<file path="src/rtl/jk_cmd_driver.sv">
// jk_cmd_driver
// Plays buffered J/K commands into a downstream JK flip-flop. Each command
// holds its J/K pair for cmd_len+1 cycles, and commands run back to back.
// A cycle-accurate model of the flip-flop runs alongside and is compared
// against the flip-flop's q. Divergences are flagged and counted.
//
// Handshake: a command transfers on a rising edge where cmd_valid and
// cmd_ready are both high. cmd_ready depends only on FIFO occupancy and is
// never a function of cmd_valid. While cmd_valid is high and cmd_ready is
// low, the presented command is simply not taken.
module jk_cmd_driver #(
    parameter int DEPTH = 4,
    parameter int LEN_W = 4,
    parameter int CNT_W = 8
) (
    input  logic             clk,
    input  logic             rst_n,
    input  logic             cmd_valid,
    output logic             cmd_ready,
    input  logic             cmd_j,
    input  logic             cmd_k,
    input  logic [LEN_W-1:0] cmd_len,
    output logic             j,
    output logic             k,
    output logic             busy,
    input  logic             q,
    input  logic             chk_en,
    output logic             mismatch,
    output logic [CNT_W-1:0] err_count
);

    // Pointer width. DEPTH is a power of two, so the pointers wrap naturally.
    localparam int AW = (DEPTH > 1) ? $clog2(DEPTH) : 1;
    // FIFO entry layout: {j, k, len}.
    localparam int EW = LEN_W + 2;
    localparam logic [AW:0] FULL_CNT = (AW + 1)'(DEPTH);

    typedef enum logic [0:0] {
        IDLE  = 1'b0,
        DRIVE = 1'b1
    } state_t;

    // ------------------------------------------------------------------
    // Command FIFO
    // ------------------------------------------------------------------
    logic [EW-1:0]    mem [DEPTH];
    logic [AW-1:0]    wr_ptr;
    logic [AW-1:0]    rd_ptr;
    logic [AW:0]      count;
    logic             full;
    logic             empty;
    logic             push;
    logic             pop;
    logic [EW-1:0]    head;
    logic             head_j;
    logic             head_k;
    logic [LEN_W-1:0] head_len;

    // FSM state
    state_t           state;
    logic [LEN_W-1:0] remaining;
    logic             need_cmd;

    // Expected-q model of the downstream flip-flop
    logic             exp_q;

    assign full      = (count == FULL_CNT);
    assign empty     = (count == '0);
    // Full blocks a push even when a pop happens on the same edge.
    // This keeps cmd_ready a pure function of the occupancy.
    assign cmd_ready = !full;
    assign push      = cmd_valid && cmd_ready;

    // The FSM wants a new command when idle, or on the last cycle of the
    // current one. Loading on that last edge removes any gap between
    // consecutive commands.
    assign need_cmd  = (state == IDLE) || (remaining == '0);
    assign pop       = need_cmd && !empty;

    assign head      = mem[rd_ptr];
    assign head_j    = head[EW-1];
    assign head_k    = head[EW-2];
    assign head_len  = head[LEN_W-1:0];

    assign busy      = (state == DRIVE);

    // Storage write. It needs no reset: the pointers and count define validity.
    always_ff @(posedge clk) begin
        if (push) begin
            mem[wr_ptr] <= {cmd_j, cmd_k, cmd_len};
        end
    end

    // Write and read pointers.
    always_ff @(posedge clk or negedge rst_n) begin
        if (!rst_n) begin
            wr_ptr <= '0;
            rd_ptr <= '0;
        end else begin
            if (push) begin
                wr_ptr <= wr_ptr + AW'(1);
            end
            if (pop) begin
                rd_ptr <= rd_ptr + AW'(1);
            end
        end
    end

    // Occupancy. A push and a pop on the same edge leave it unchanged.
    always_ff @(posedge clk or negedge rst_n) begin
        if (!rst_n) begin
            count <= '0;
        end else begin
            case ({push, pop})
                2'b10:   count <= count + (AW + 1)'(1);
                2'b01:   count <= count - (AW + 1)'(1);
                default: count <= count;
            endcase
        end
    end

    // ------------------------------------------------------------------
    // Drive FSM: j/k and the hold counter are registered together with state
    // ------------------------------------------------------------------
    always_ff @(posedge clk or negedge rst_n) begin
        if (!rst_n) begin
            state     <= IDLE;
            j         <= 1'b0;
            k         <= 1'b0;
            remaining <= '0;
        end else begin
            case (state)
                IDLE: begin
                    if (!empty) begin
                        j         <= head_j;
                        k         <= head_k;
                        remaining <= head_len;
                        state     <= DRIVE;
                    end else begin
                        j <= 1'b0;
                        k <= 1'b0;
                    end
                end
                DRIVE: begin
                    if (remaining != '0) begin
                        remaining <= remaining - LEN_W'(1);
                    end else if (!empty) begin
                        j         <= head_j;
                        k         <= head_k;
                        remaining <= head_len;
                    end else begin
                        j     <= 1'b0;
                        k     <= 1'b0;
                        state <= IDLE;
                    end
                end
                default: begin
                    state <= IDLE;
                    j     <= 1'b0;
                    k     <= 1'b0;
                end
            endcase
        end
    end

    // ------------------------------------------------------------------
    // Expected-q model: same edge and the same J/K semantics as the flip-flop
    // ------------------------------------------------------------------
    always_ff @(posedge clk or negedge rst_n) begin
        if (!rst_n) begin
            exp_q <= 1'b0;
        end else begin
            case ({j, k})
                2'b10:   exp_q <= 1'b1;
                2'b01:   exp_q <= 1'b0;
                2'b11:   exp_q <= !exp_q;
                default: exp_q <= exp_q;
            endcase
        end
    end

    // ------------------------------------------------------------------
    // Checker: registered mismatch pulse and a saturating error count
    // ------------------------------------------------------------------
    always_ff @(posedge clk or negedge rst_n) begin
        if (!rst_n) begin
            mismatch  <= 1'b0;
            err_count <= '0;
        end else begin
            mismatch <= chk_en && (q != exp_q);
            if (chk_en && (q != exp_q) && (err_count != '1)) begin
                err_count <= err_count + CNT_W'(1);
            end
        end
    end

endmodule

</file>
<file path="config.mk">
export PLATFORM = sky130hd
export DESIGN_NAME = jk_cmd_driver
export DESIGN_NICKNAME = d
export VERILOG_FILES = /design/src/rtl/jk_cmd_driver.sv
export SDC_FILE = /design/constraint.sdc
export NUM_CORES = 1
export LEC_CHECK = 0
export ABC_CLOCK_PERIOD_IN_PS = 3000
export BUFFER_PORTS_ARGS = -buffer_cell sky130_fd_sc_hd__buf_2
export CAP_MARGIN = 20
export CORE_MARGIN = 2
export CORE_UTILIZATION = 34
export CTS_BUF_LIST = sky130_fd_sc_hd__clkbuf_8 sky130_fd_sc_hd__clkbuf_16
export DETAILED_ROUTE_END_ITERATION = 6
export PLACE_DENSITY_LB_ADDON = 0.25
export SLEW_MARGIN = 5
export SYNTH_ARGS = -nofsm -noshare
export SYNTH_HDL_FRONTEND = slang
export SYNTH_SLANG_ARGS = --single-unit
export TNS_END_PERCENT = 100
</file>
<file path="constraint.sdc">
create_clock -name clk -period 3 [get_ports clk]
set_input_delay 0.3 -clock clk [delete_from_list [all_inputs] [get_ports clk]]
set_output_delay 0.3 -clock clk [all_outputs]
set_load 0.01 [all_outputs]
</file>
Word-level counts from Yosys, hierarchy flattened
Memory sizes are Yosys's and may differ from the RTL's.
Cells that the tools add are included.
{"block": "word_totals", "wordCells": 56, "ff_bits": 24, "n_memories": 1, "ram_bits": 24, "out_inout_bits": 13}
{"name": "mem", "words": 4, "word_bits": 6, "rd": 1, "rd_ports_with_merged_regs": 0, "wr": 1, "line": "46", "rtl": "logic [EW-1:0] mem [DEPTH];"}
{"block": "op_classes", "n_mux": 16, "addsub": 6, "n_bitwise": 1, "n_reduce_logical": 13, "eq_ne": 9}
{"operator": "$add A8 B1 Y8 const B", "n": 1}
{"operator": "$mux W1", "n": 8}
{"operator": "$mux W4", "n": 2}
{"operator": "$ne A8 B8 Y1 const B", "n": 1}
{"operator": "$pmux W4 S2", "n": 1}
{"operator": "$eq A2 B2 Y1 const B", "n": 3}
{"operator": "$pmux W1 S2", "n": 3}
{"operator": "$pmux W3 S2", "n": 1}
{"operator": "$add A2 B1 Y2 const B", "n": 2}
{"operator": "$eq A2 B1 Y1 const B", "n": 2}
{"operator": "$logic_and A1 B1 Y1", "n": 4}
{"operator": "$logic_not A4 Y1", "n": 1}
{"operator": "$reduce_bool A4 Y1", "n": 1}
{"operator": "$sub A4 B1 Y4 const B", "n": 1}
{"operator": "$add A3 B1 Y3 const B", "n": 1}
{"operator": "$eq A3 B3 Y1 const B", "n": 1}
{"operator": "$logic_not A1 Y1", "n": 3}
{"operator": "$logic_not A3 Y1", "n": 1}
{"operator": "$pmux W1 S3", "n": 1}
{"operator": "$reduce_bool A3 Y1", "n": 1}
{"operator": "$sub A3 B1 Y3 const B", "n": 1}
{"operator": "$ne A2 B2 Y1 const B", "n": 1}
{"operator": "$reduce_bool A2 Y1", "n": 1}
{"operator": "$logic_or A1 B1 Y1", "n": 1}
{"operator": "2 further kinds", "n": 2}

Logic depth before layout (Yosys ltp)
{"block": "depth", "ltp_word": 5, "ltp_mapped": 10, "mapped_depth_nobuf": 10}

Worst setup path before layout
No wires, ideal clock.
{"block": "synth_path", "path_type": "register to register", "from": "register remaining[0]", "to": "register count[2]", "path_slack_ns": 0.653, "path_stages_with_launch": 11, "setup_time_ns": 0.079, "arrival_ns": 2.268, "period_less_slack_ns": 2.347, "cell_sequence": "dfrtp_1 inv_1 ha_1 or3b_4 a21oi_2 ha_1 inv_1 fa_1 xor2_1 nor2_1 xor2_1"}
{"block": "synth_between", "elab_chain_cells": 5}
{"item": "start, declared", "line": "61", "rtl": "logic [LEN_W-1:0] remaining;"}
{"item": "start signal, assigned", "line": "137", "rtl": "remaining <= head_len;"}
{"item": "start signal, assigned", "line": "146", "rtl": "remaining <= remaining - LEN_W'(1);"}
{"item": "start signal, assigned", "line": "150", "rtl": "remaining <= head_len;"}
{"item": "$logic_not A4 Y1 (*)", "line": "77", "rtl": "assign need_cmd = (state == IDLE) || (remaining == '0);"}
{"item": "$logic_or A1 B1 Y1 (*)", "line": "77"}
{"item": "$logic_and A1 B1 Y1 (*)", "line": "78", "rtl": "assign pop = need_cmd && !empty;"}
{"item": "via pop", "line": "53", "rtl": "logic pop;"}
{"item": "$eq A2 B1 Y1 or $eq A2 B2 Y1 (tied branches)", "line": "114", "rtl": "case ({push, pop})"}
{"item": "$pmux W3 S2 or $reduce_bool A2 Y1 (tied branches)"}
{"item": "end signal, assigned", "line": "115", "rtl": "2'b10: count <= count + (AW + 1)'(1);"}
{"item": "end signal, assigned", "line": "116", "rtl": "2'b01: count <= count - (AW + 1)'(1);"}
{"item": "end signal, assigned", "line": "117", "rtl": "default: count <= count;"}
{"item": "end, declared", "line": "49", "rtl": "logic [AW:0] count;"}
The timed path passes the listed nets; every way through them passes the cells marked *.
A chain may end at the register's enable or synchronous reset.

Worst setup path after layout
Same ends and word-level chain as after synthesis.

==> reports/qor.csv <==
stage;metric;value;unit
run_status;status;complete, no violations;
power_and_ir_drop;pwr dens;924;mW/mm2
drt;vias per cell;4.84;
timing;Final period util;85.3;%
floorplan;Die Y;82.7;um
synth;Simple-Gate Fraction of Synth Area;10.2;%
drt;Initial DRC Count;57;
setup_path;crit start category;flop;
setup_path;CP Buf/Inv Count;2;
timing;Achievable Freq;0.391;GHz
layout;Area Overhead vs Synth;13.6;%
synth;Synth Net Count;165;
synth;area share of the largest cell type after synthesis;34.2;%
drt;remaining antenna violation count;0;
timing;actual slew at the worst max-slew pin;0.557;ns
timing;total negative setup slack;0;ns
layout;# diodes;0;
clock_network;later-pin clock latency in the skew report;0.30;ns
synth;largest family of logic cells by synthesized area;simple AND/OR/NAND/NOR gates;
setup_path;Critical Path Sink Type;flop;
placement;GPL Wtd Cong;0.704;
floorplan;Initial Util;35.3;%
timing;Tmin final;2.56;ns
synth;Synth Warn #;0;
timing;Hold Violations, Final;0;
setup_path;worst stage delay on the critical path;0.40;ns
layout;fillers;580;
clock_network;CTS Buf Count;5;
setup_path;Crit Path Class;reg -> reg;
synth;unique cell type count in the Yosys netlist;34;
global_route;largest net degree at the start of global routing;25;
clock_network;Post-CTS Setup Repair Bufs;0;
clock_network;Post-CTS Resized;0;
drt;routed wire length;3520;um
synth;post-synthesis instance total;146;
drt;detailed-route via count;1211;
global_route;global-route wire length before repair;6010;um
clock_network;clock sinks;48;
clock_network;CTS root buf;clkbuf_8;
clock_network;CTS tree;built;
timing;final setup margin;0.440;ns
synth;number of synthesized register bits;48;
placement;PortBufs;23;
timing;final setup fails;0;
synth;post-synthesis compound-gate area fraction;4.88;%
global_route;gr ovfl total;0;
hold_path;Worst Hold Class;in -> reg;
setup_path;Top Family by Delay on Critical Path;adder cells;
timing;Slew HR;62.9;%
synth;sequential area share after synthesis;62.8;%
setup_path;CP arrival;2.79;ns
floorplan;Die W;82.7;um
setup_path;CP max stage cell;or3b_4;
synth;Cell Area, Synth;0.00210;mm2
clock_network;Clock Pin Slew Worst Setup and Hold Paths;0.09;ns
global_route;initial antenna violation count;0;
clock_network;CTS H-tree depth;2;
setup_path;worst path cell trace;inv_1 -> ha_1 -> or3b_4 -> a21oi_2 -> ha_1 -> inv_1 -> fa_1 -> xor2_1 -> nor2_1 -> xor2_1;
floorplan;num rows;28;
setup_path;Worst EP required;3.23;ns
clock_network;CTS Buffer Depth;2;
synth;Synth Area in XOR/XNOR;4.99;%
timing;unrepaired setup endpoints after global routing;no;
global_route;vias in the first global route;1265;
placement;worst slack at placement;0.425;ns
timing;Layout Skew;0.00375;ns
floorplan;DIE AREA;0.00684;mm2
synth;post-synthesis mux area share;9.45;%
synth;Mean Syn Cell Area;14.4;um2
drt;wire per inst;14.1;um
power_and_ir_drop;Leak;1.01;nW
synth;Synth area leader;edfxtp_1;
synth;top cells by area, synth;edfxtp_1 34%, dfrtp_1 29%, mux4_2 6.4%;
drt;drt drc;0;
setup_path;CP max FO;7;
placement;hpwl dp;2540;um
power_and_ir_drop;VDD IR max;0.444;mV
global_route;GRT Total Usage;12.1;%
layout;nets@finish;193;
synth;Adder-Cell Fraction of Synth Area;5.11;%
floorplan;I/O pins;24;
floorplan;Core ar.;0.00596;mm2
flow_run;max cap viols;0;
layout;layout cells sized above 1;26.3;%
timing;Final Max Slew Viols;0;
drt;drt first pass iters;4;
-- logic make-up (layout without fill, tap and decap cells) --
kind of cell | after synthesis | in the layout
multiplexers | 12 | 12
XOR/XNOR | 12 | 12
AO/OA/AOI/OAI | 14 | 14
buffers and inverters | 12 | 41
adder cells (fa/ha/maj) | 8 | 8
flip-flops | 48 | 48
AND/OR/NAND/NOR | 40 | 40
-- routing by layer --
| layer | vias to the layer above | wire, um | GRT usage [%] |
|---|---|---|---|
| li1 | 583 | - | - |
| met1 | 597 | 1580 | 14.3 |
| met2 | 25 | 1730 | 20.5 |
| met3 | 6 | 155 | 3.26 |
| met4 | 0 | 56 | 5.41 |
| met5 | - | 0 | 0 |
-- state kept, by name, indices dropped and copies added, names as in the netlist, 2 cells and up --
name / flops
rd_ptr: 2
count: 3
wr_ptr: 2
remaining: 4
err_count: 8
mem: 24
-- area by class of cell --
cell class | count | area [um2] | area share, %
inverters | 8 | 30.0 | 1.26
multi-input cells | 86 | 728 | 30.5
repair buffers | 25 | 133 | 5.55
flip-flops and latches | 48 | 1320 | 55.3
clock buffers | 5 | 68.8 | 2.88
well taps | 75 | 93.8 | 3.92
clock inverters | 3 | 16.3 | 0.680
-- worst paths after layout --
check                                        from                       end  slack [ns]  cells past startpoint
setup / recovery           remaining[0]$_DFF_PN0_      count[2]$_DFFE_PN0P_        0.44                     10
hold / removal                         cmd_len[3]       mem[2][3]$_DFFE_PP_        0.21                      1
setup reg to reg           remaining[0]$_DFF_PN0_      count[2]$_DFFE_PN0P_        0.44                     10
hold reg to reg                     k$_DFFE_PN0N_         exp_q$_DFFE_PN0P_        0.50                      1
max in group asynchronous                   rst_n    remaining[0]$_DFF_PN0_        2.11                      2
min in group asynchronous                   rst_n  err_count[3]$_DFFE_PN0P_        0.52                      2
-- where the power goes --
part	total (W)	leakage, nW	internal (W)	switching (W)
sequential	0.00110	0.507	0.000911	0.000188
combinational	0.000739	0.453	0.000384	0.000355
clock	0.000371	0.0453	0.000160	0.000211
-- synthesized netlist by cell type --
cell type,n
and2_1,3
mux4_2,6
and3_1,4
nor3_1,2
o21ai_0,1
a21oi_2,1
xnor2_1,6
dfrtp_1,24
nand2_1,10
nand2b_1,1
and4_1,2
buf_2,2
nand4_1,2
a22o_2,2
or2b_1,1
clkbuf_1,1
ha_1,7
a21oi_1,5
nand3_1,4
o221a_2,1
nor2_1,7
edfxtp_1,24
buf_6,1
inv_1,8
or3_1,2
fa_1,1
a22oi_1,1
or3b_4,1
mux2i_1,3
xor2_1,6
and2_4,1
a221o_1,1
mux2_2,3
o211ai_1,2
-- repair_timing --
| item | in CTS | in global routing |
|---|---|---|
| endpoints found under the hold margin | 24 | 0 |
| hold buffers | 1 | 0 |
| setup endpoints to repair | 0 | 0 |
-- worst reg2reg max path: stages (launching register included) --
cell and delay, ns:
dfrtp_1 0.38, inv_1 0.10, ha_1 0.19, or3b_4 0.40, a21oi_2 0.35, ha_1 0.26
inv_1 0.06, fa_1 0.37, xor2_1 0.15, nor2_1 0.11, xor2_1 0.15
-- layout by cell type (no fill, tap or decap), drive strengths merged, types with 2 or more instances in the layout --
cell type / instances
nand4: 2
nor2: 7
ha: 7
o211ai: 2
xnor2: 6
clkbuf: 5
nand3: 4
and4: 2
nor3: 2
inv: 9
edfxtp: 24
or3: 2
a22o: 2
and3: 4
xor2: 6
dfrtp: 24
mux2i: 3
nand2: 10
mux4: 6
and2: 4
mux2: 3
buf: 24
a21oi: 6
-- stage by stage --
stage | hold WS (ns) | std cells | util, % | instance area [um2] | power (W)
2_1_floorplan | 0.00441 | 146 | - | 2100 | 0.00165
3_3_place_gp | 0.305 | 241 | 38.6 | 2300 | 0.00182
3_5_place_dp | 0.326 | 241 | 38.6 | 2300 | 0.00186
4_1_cts | 0.201 | 250 | 40.1 | 2390 | 0.00224
5_1_grt | 0.202 | 250 | 40.1 | 2390 | 0.00239
6_report | 0.212 | 250 | 40.1 | 2390 | 0.00221
Power figures use the tool's default switching activity.
